## src/rtl/cpu_pkg.sv

```systemverilog
// Shared CPU definitions: instruction width, opcode field position,
// opcode values and the fetch FSM state encoding.
package cpu_pkg;
   localparam int INSTR_WIDTH = 49;
   localparam int OPC_MSB     = 48;
   localparam int OPC_LSB     = 44;

   localparam logic [4:0] OPC_LD  = 5'h01;
   localparam logic [4:0] OPC_ST  = 5'h02;
   localparam logic [4:0] OPC_HLT = 5'h1F;

   typedef enum logic [1:0] {
      IDLE  = 2'd0,
      FETCH = 2'd1,
      HALT  = 2'd2
   } fetch_state_e;
endpackage

```

## src/rtl/fetch_pc.sv

```systemverilog
// Program counter register.
//   clk, rst_n   : clock, async active-low reset (pc -> 0)
//   inc_i        : advance pc by one, wrapping at 2^ADDR_W
//   load_i       : load load_pc_i (takes priority over inc_i)
//   load_pc_i    : redirect target
//   pc_o         : current pc
module fetch_pc #(
   parameter int ADDR_W = 8
) (
   input  logic              clk,
   input  logic              rst_n,
   input  logic              inc_i,
   input  logic              load_i,
   input  logic [ADDR_W-1:0] load_pc_i,
   output logic [ADDR_W-1:0] pc_o
);
   logic [ADDR_W-1:0] pc_q, pc_d;

   always_comb begin
      pc_d = pc_q;
      if (load_i)     pc_d = load_pc_i;
      else if (inc_i) pc_d = pc_q + ADDR_W'(1);
   end

   always_ff @(posedge clk or negedge rst_n) begin
      if (!rst_n) pc_q <= '0;
      else        pc_q <= pc_d;
   end

   assign pc_o = pc_q;
endmodule

```

## src/rtl/instr_fetch.sv

```systemverilog
// Instruction fetch stage: requests words from instruction memory at pc,
// holds one fetched word in an output register for the decoder, and
// supports stall, redirect (flush + refetch) and halt on HLT.
//   imem_req/imem_addr/imem_rdata/imem_valid : instruction memory port
//   stall                : decoder not accepting this cycle
//   redirect/redirect_pc : flush and refetch from redirect_pc
//   instr/instr_valid/instr_pc : registered instruction to decoder
//   halted               : HLT fetched, fetching stopped
//   instr_count          : saturating count of consumed instructions
module instr_fetch
   import cpu_pkg::*;
#(
   parameter int ADDR_W  = 8,
   parameter int INSTR_W = INSTR_WIDTH
) (
   input  logic               clk,
   input  logic               rst_n,
   output logic               imem_req,
   output logic [ADDR_W-1:0]  imem_addr,
   input  logic [INSTR_W-1:0] imem_rdata,
   input  logic               imem_valid,
   input  logic               stall,
   input  logic               redirect,
   input  logic [ADDR_W-1:0]  redirect_pc,
   output logic [INSTR_W-1:0] instr,
   output logic               instr_valid,
   output logic [ADDR_W-1:0]  instr_pc,
   output logic               halted,
   output logic [15:0]        instr_count
);
   fetch_state_e       state_q, state_d;
   logic [ADDR_W-1:0]  pc;
   logic [INSTR_W-1:0] instr_q, instr_d;
   logic [ADDR_W-1:0]  instr_pc_q, instr_pc_d;
   logic               instr_valid_q, instr_valid_d;
   logic [15:0]        count_q, count_d;
   logic               load, consume;

   // Only request when the output register is free or being drained.
   assign imem_req = (state_q == FETCH) && (!instr_valid_q || !stall);
   // Redirect squashes any word returned in the same cycle.
   assign load     = imem_req && imem_valid && !redirect;
   assign consume  = instr_valid_q && !stall && !redirect;

   fetch_pc #(.ADDR_W(ADDR_W)) u_pc (
      .clk       (clk),
      .rst_n     (rst_n),
      .inc_i     (load),
      .load_i    (redirect),
      .load_pc_i (redirect_pc),
      .pc_o      (pc)
   );

   always_comb begin
      state_d       = state_q;
      instr_d       = instr_q;
      instr_pc_d    = instr_pc_q;
      instr_valid_d = instr_valid_q;
      count_d       = count_q;

      case (state_q)
         IDLE:    state_d = FETCH;
         FETCH:   if (load && imem_rdata[OPC_MSB:OPC_LSB] == OPC_HLT) state_d = HALT;
         HALT:    state_d = HALT;
         default: state_d = IDLE;
      endcase

      if (consume) begin
         instr_valid_d = 1'b0;
         if (count_q != 16'hFFFF) count_d = count_q + 16'd1;
      end
      if (load) begin
         instr_d       = imem_rdata;
         instr_pc_d    = pc;
         instr_valid_d = 1'b1;
      end

      if (redirect) begin
         state_d       = FETCH;
         instr_valid_d = 1'b0;
      end
   end

   always_ff @(posedge clk or negedge rst_n) begin
      if (!rst_n) begin
         state_q       <= IDLE;
         instr_q       <= '0;
         instr_pc_q    <= '0;
         instr_valid_q <= 1'b0;
         count_q       <= '0;
      end else begin
         state_q       <= state_d;
         instr_q       <= instr_d;
         instr_pc_q    <= instr_pc_d;
         instr_valid_q <= instr_valid_d;
         count_q       <= count_d;
      end
   end

   assign imem_addr   = pc;
   assign instr       = instr_q;
   assign instr_pc    = instr_pc_q;
   assign instr_valid = instr_valid_q;
   assign halted      = (state_q == HALT);
   assign instr_count = count_q;
endmodule

```

## config.mk

```make
export PLATFORM = sky130hd
export DESIGN_NAME = instr_fetch
export DESIGN_NICKNAME = d
export VERILOG_FILES = /design/src/rtl/cpu_pkg.sv /design/src/rtl/fetch_pc.sv /design/src/rtl/instr_fetch.sv
export SDC_FILE = /design/constraint.sdc
export NUM_CORES = 1
export LEC_CHECK = 0
export BUFFER_PORTS_ARGS = -buffer_cell sky130_fd_sc_hd__buf_2
export CORE_ASPECT_RATIO = 0.5
export CORE_MARGIN = 5
export CORE_UTILIZATION = 50
export DETAILED_ROUTE_END_ITERATION = 7
export PLACE_DENSITY_LB_ADDON = 0.05
export SETUP_SLACK_MARGIN = 0.3
export SYNTH_ARGS = -nofsm -noshare
export SYNTH_HDL_FRONTEND = slang
export SYNTH_SLANG_ARGS = --single-unit
```

## constraint.sdc

```tcl
create_clock -name clk -period 5 [get_ports clk]
set_input_delay 0 -clock clk [delete_from_list [all_inputs] [get_ports clk]]
set_output_delay 0 -clock clk [all_outputs]
set_load 0.02 [all_outputs]
```

* After elaboration in Yosys (flattened, before gate mapping)
Index checks and enable logic that the tools add are counted.
** Storage, ports and cells
- Bits of input ports :: 62
- Register bits :: 84
- Word-level logic and storage cells :: 35
- Output and inout port bits :: 84
** Cells by class
- Multiplexer cells :: 8
- Reduce and logical (&&, ||, !) cells :: 14
- Equality and inequality tests :: 5
- $add $sub $neg :: 2
** Operators by type and width (number)
- 16-bit by 1-bit adder with 16-bit output, second input constant :: 1
- 8-bit 2-to-1 mux :: 2
- 16-bit != test, second input constant :: 1
- 8-bit by 1-bit adder with 8-bit output, second input constant :: 1
- 1-bit logical AND :: 6
- 2-bit case mux with 3 select lines :: 1
- 5-bit == test, second input constant :: 1
- 2-bit 2-to-1 mux :: 2
- 1-bit logical NOT :: 3
- 1-bit 2-to-1 mux :: 3
- 3-bit by 2-bit != test with 1-bit output, second input constant :: 1
- 3-bit nonzero test :: 1
- 2-bit by 1-bit == test with 1-bit output, second input constant :: 1
- 2-bit == test, second input constant :: 1
- 2-bit logical NOT :: 1
- 2-bit AND reduction :: 1
- 2-bit nonzero test :: 1
- 1-bit logical OR :: 1

* Longest topological paths before layout
- Word-level depth :: 9
- Mapped depth :: 7
- Gate-level depth less buffers :: 6

* Modules after synthesis
A second synthesis with hierarchy kept.
** Unflattened totals
- Cells, all modules :: 266
- Area, all modules :: 3621.0 µm²
** Modules (own cells, without submodules)
- instr_fetch :: instances 1, area an instance 3170.5 µm², cells an instance 217, seq. area each 1901.8 µm²
- fetch_pc :: instances 1, area an instance 450.4 µm², cells an instance 49, seq. area each 200.2 µm²

* Least setup slack after synthesis
OpenSTA, ideal clock, no wires.
- Path type :: register to register
- Start :: reg state_q[1]
- End :: reg instr_q[0] (netlist: instr[0])
- Data arrival time :: 1.761 ns
- Setup slack :: 3.114 ns
- Clock period less this slack :: 1.886 ns
- Buffers on the path :: 2
- Required time :: 4.875 ns
- Library setup time :: 0.125 ns
- Cell stages (with the launch flop) :: 8
- Cell sequence :: dfrtp_1 -> inv_1 -> ha_1 -> a21boi_2 -> nand3_1 -> buf_4 -> buf_6 -> mux2_2
** On the way
- Word-level cells in the longest chain between the ends :: 4
** RTL lines
- start, declared :: RTL line instr_fetch.sv:31 : fetch_state_e state_q, state_d;
- start signal, assigned :: RTL line instr_fetch.sv:92 : state_q <= state_d;
- 2-bit by 1-bit == test with 1-bit output :: RTL line instr_fetch.sv:40 : assign imem_req = (state_q == FETCH) && (!instr_valid_q || !stall);
- 1-bit logical AND :: RTL line instr_fetch.sv:40
- net imem_req :: RTL line instr_fetch.sv:18 : output logic imem_req,
- 1-bit logical AND (2 in a row) :: RTL line instr_fetch.sv:42 : assign load = imem_req && imem_valid && !redirect;
- end signal, assigned :: RTL line instr_fetch.sv:93 : instr_q <= instr_d;
- end, declared :: RTL line instr_fetch.sv:33 : logic [INSTR_W-1:0] instr_q, instr_d;
The timed path passes the listed nets, and every way through them passes these cells.
A chain may end at the register's enable or synchronous reset.

* Worst setup path in the final report
- Start :: reg state_q[1]
- End :: reg instr_q[12] (netlist: instr[12])
** On the way
- Word-level cells in the longest chain between the ends :: 4
** RTL lines (RTL line)
- 2-bit by 1-bit == test with 1-bit output :: instr_fetch.sv:40
- 1-bit logical AND :: instr_fetch.sv:40
- 1-bit logical AND (2 in a row) :: instr_fetch.sv:42
Every way passes these cells.

==> key figures <==
Finish
  • Post-route cell area: 0.005306 sq mm
  • Fillers: roughly 440
  • Layout area overhead: 47.51%
  • FF+latch area: about 0.0021 sq mm
  • Inserted Diodes: 0
  • Multi-input gate area: ~0.0014 sq mm
  • Layout cells sized above 1: 0.4821
  • Fin nets: about 540

Detailed routing
  • Wire length per cell: approximately 16 um
  • Final ANT Viol Nets: 0
  • Vias per inst: around 5
  • DR DRC count: 0
  • DRT iter0 DRCs: between 100 and 150
  • Total Wirelength: around 9.3 mm
  • Via count: 2,838
  • DR pass1 iterations: 4

Synthesis
  • Seq cells post-synth: 84
  • Area contributors post-synth: dfrtp_1, mux2_2, xor2_1
  • Syn nets: ~330
  • Synthesized area per cell: roughly 14 sq um
  • Synth top area share: 0.5843
  • Mapped Cells: between 200 and 300
  • Netlist cell types: 40
  • Synth Warn #: 0
  • Sequential area share after synthesis: 0.5843
  • Syn Std Cell Area: 0.003597 sq mm
  • Synth area leader: dfrtp_1

Global routing
  • First-pass GRT wire length: between 15 and 20 mm
  • Vias in the first global route: roughly 3,100
  • Largest net degree at the start of global routing: between 80 and 90
  • Initial antenna violation count: 0
  • Grt ovf: 0
  • Total track usage: 0.2115

Clock tree
  • Clock transition at path regs: roughly 60 ps
  • Max clock buf depth: 2
  • Root buffer cell: clkbuf_16
  • TritonCTS clock tree: built
  • Setup bufs post-CTS: 0
  • Num CTS Buffers: 9
  • CTS hold repair buffers: 59
  • CTS-repair resized insts: 0
  • H-Tree Depth: 3
  • CTS Sinks: 84
  • Skew-Pair Late Insertion Delay: around 340 ps

Worst hold path
  • Hold depth: 2
  • Hold path startpoint: redirect
  • Hold Path End: state_q[1]
  • Worst Hold Class: in -> reg

Floorplanning
  • Core Region: 0.006832 sq mm
  • Die ar.: between 0.009 and 0.01 sq mm
  • Initial Utilization: 0.5266
  • # IOs: 146
  • Die Ht: 69.98 um
  • Num rows: 21
  • Die Wd: 130.0 um

STA
  • Count of final setup violators: 0
  • Slew @ Worst Pin: roughly 1000 ps
  • RSZ-0062 raised after global routing: no
  • Final Hold Fails: 0
  • Final setup TNS: 0 ps
  • Peak Freq: 397.3 MHz
  • Slew headroom: 0.3125
  • Crit path time final: ~2500 ps
  • Clock Skew: about 5.7 ps
  • Period utilization: 0.5033
  • Max-slew violation count: 0

Pwr
  • Worst vdd ir: 0.0003924 V
  • Pleak: about 2.6 nW
  • Pwr Density: 569.8 mW/mm^2

Place
  • Final HPWL from detailed placement: between 6 and 7 mm
  • Port Buffers: 145
  • RD Place Congestion: 0.7979
  • Post-place instance area: 0.004378 sq mm

Setup path
  • Crit-path slowest cell: nand3_2
  • Crit path required time: about 5200 ps
  • Critical path buffer and inverter count: 2
  • Setup CP Type: reg -> reg
  • Critical path, cell by cell: inv_1 -> ha_1 -> a21boi_2 -> nand3_2 -> buf_4 -> mux2_2
  • Worst r2r src: state_q[1]
  • Slowest stage delay, CP: roughly 580 ps
  • Delay-heaviest family, CP: simple AND/OR/NAND/NOR gates
  • CP Launch Type: register
  • CP arrival: 2740 ps
  • Worst path depth: 6
  • Max FO, Critical Path: 32
  • Crit end category: register
  • Worst reg2reg setup slack: between 2000 and 2500 ps
  • R2R cell count: 6
  • RR Endpoint: instr[12]

Run status
  • Run status: complete, no violations

Flow run
  • Max-cap viol count: 0
-- cells in the final DEF (no fill, tap or decap), types with 2 or more instances in the layout --
master / count
a21oi_1: 3
a31oi_1: 2
and3_1: 3
and4_1: 3
buf_2: 144
buf_4: 2
bufinv_16: 2
clkbuf_16: 9
clkbuf_8: 3
dfrtp_1: 84
dlygate4sd3_1: 59
ha_1: 5
inv_1: 5
mux2_2: 57
mux2i_1: 2
nand2_1: 16
nand3_1: 10
nand4_1: 7
nor2_1: 6
nor3_1: 4
nor4b_2: 2
o21ai_0: 8
xnor2_1: 7
xor2_1: 11
-- per-stage QoR --
stage / utilization / cells / power, mW / hold slack (ps) / setup slack (ps)
after floorplan: - / 264 / 1.847 / -295.6 / 3114
after global placement: 0.6408 / 492 / 2.207 / 205.2 / 2580
after detailed placement: 0.6408 / 492 / 2.254 / 214.9 / 2496
after CTS: 0.7767 / 567 / 3.038 / 36.49 / 2481
after global routing: 0.7767 / 567 / 3.183 / 79.10 / 2289
final: 0.7767 / 567 / 3.024 / 40.52 / 2483
-- routing by layer --
metal,up-vias,wire length [um],share of wire,track usage
li1,1350,-,-,-
met1,1365,3715,0.40,0.2435
met2,103,4623,0.50,0.3577
met3,20,760,0.082,0.08606
met4,0,195,0.021,0.07258
met5,-,0,0,0
-- sequential cells by signal, summed over array words and instances (netlist names) --
name         cells
instr_valid      1
u_pc.pc_o        8
instr_count     16
state_q          2
instr_pc         8
instr           49
-- how the worst max path moves through the flow --
| stage | slack [ps] | to | start |
|---|---|---|---|
| 2_1_floorplan | 3110 | instr[0] | state_q[1] |
| 3_3_place_gp | 2580 | instr[32] | state_q[1] |
| 3_5_place_dp | 2500 | instr[35] | state_q[1] |
| 4_1_cts | 2480 | instr[35] | state_q[1] |
| 5_1_grt | 2290 | instr[39] | state_q[1] |
| 6_report | 2480 | instr[12] | state_q[1] |
-- cells by family after synthesis --
group                      count (synthesis)  synth area share
and+or+nand+nor                           65            0.1113
buffers and inverters                     15           0.02609
DFF                                       84            0.5843
adders and majority gates                  5           0.01739
xor gates and xnor gates                  18           0.04383
AOI/OAI and AO/OA                         17           0.02887
muxes                                     60            0.1882
-- synth_stat cells --
| library cell | number |
|---|---|
| nand4_1 | 7 |
| nor4_1 | 1 |
| o21ai_0 | 8 |
| ha_1 | 5 |
| inv_1 | 5 |
| a21boi_2 | 1 |
| buf_4 | 1 |
| nand2_1 | 16 |
| nand3_1 | 11 |
| nand3b_1 | 1 |
| and3_1 | 3 |
| nor4b_4 | 1 |
| o22a_1 | 1 |
| and3_2 | 1 |
| nor2_2 | 1 |
| nor4b_2 | 2 |
| dfrtp_1 | 84 |
| a21oi_1 | 3 |
| buf_2 | 3 |
| or3b_2 | 1 |
| or3b_1 | 1 |
| or3_1 | 1 |
| nor3_1 | 4 |
| o21a_1 | 1 |
| nor3b_1 | 1 |
| and2_1 | 1 |
| a31oi_1 | 2 |
| nand2b_1 | 1 |
| mux2_2 | 57 |
| a41oi_1 | 1 |
| nor3_4 | 1 |
| buf_6 | 4 |
| xor2_1 | 11 |
| and4_1 | 3 |
| mux2i_1 | 2 |
| mux2_4 | 1 |
| clkbuf_1 | 2 |
| nor2_1 | 6 |
| xnor2_1 | 7 |
| nand4_2 | 1 |
-- area by class of cell --
class / instances / area share
Tap cell: 92 / 0.02169
Inverter: 5 / 0.003537
Timing Repair Buffer: 205 / 0.2499
Sequential cell: 84 / 0.3961
Multi-Input combinational cell: 165 / 0.2650
Clock buffer: 13 / 0.05093
Clock inverter: 3 / 0.01273
-- report_power, final --
group / internal, mW / total (mW) / switching [mW]
Combinational: 0.502 / 1.18 / 0.674
Clock: 0.478 / 0.738 / 0.260
Sequential: 0.949 / 1.11 / 0.161
Note: power is estimated with default switching activity, not from simulation.
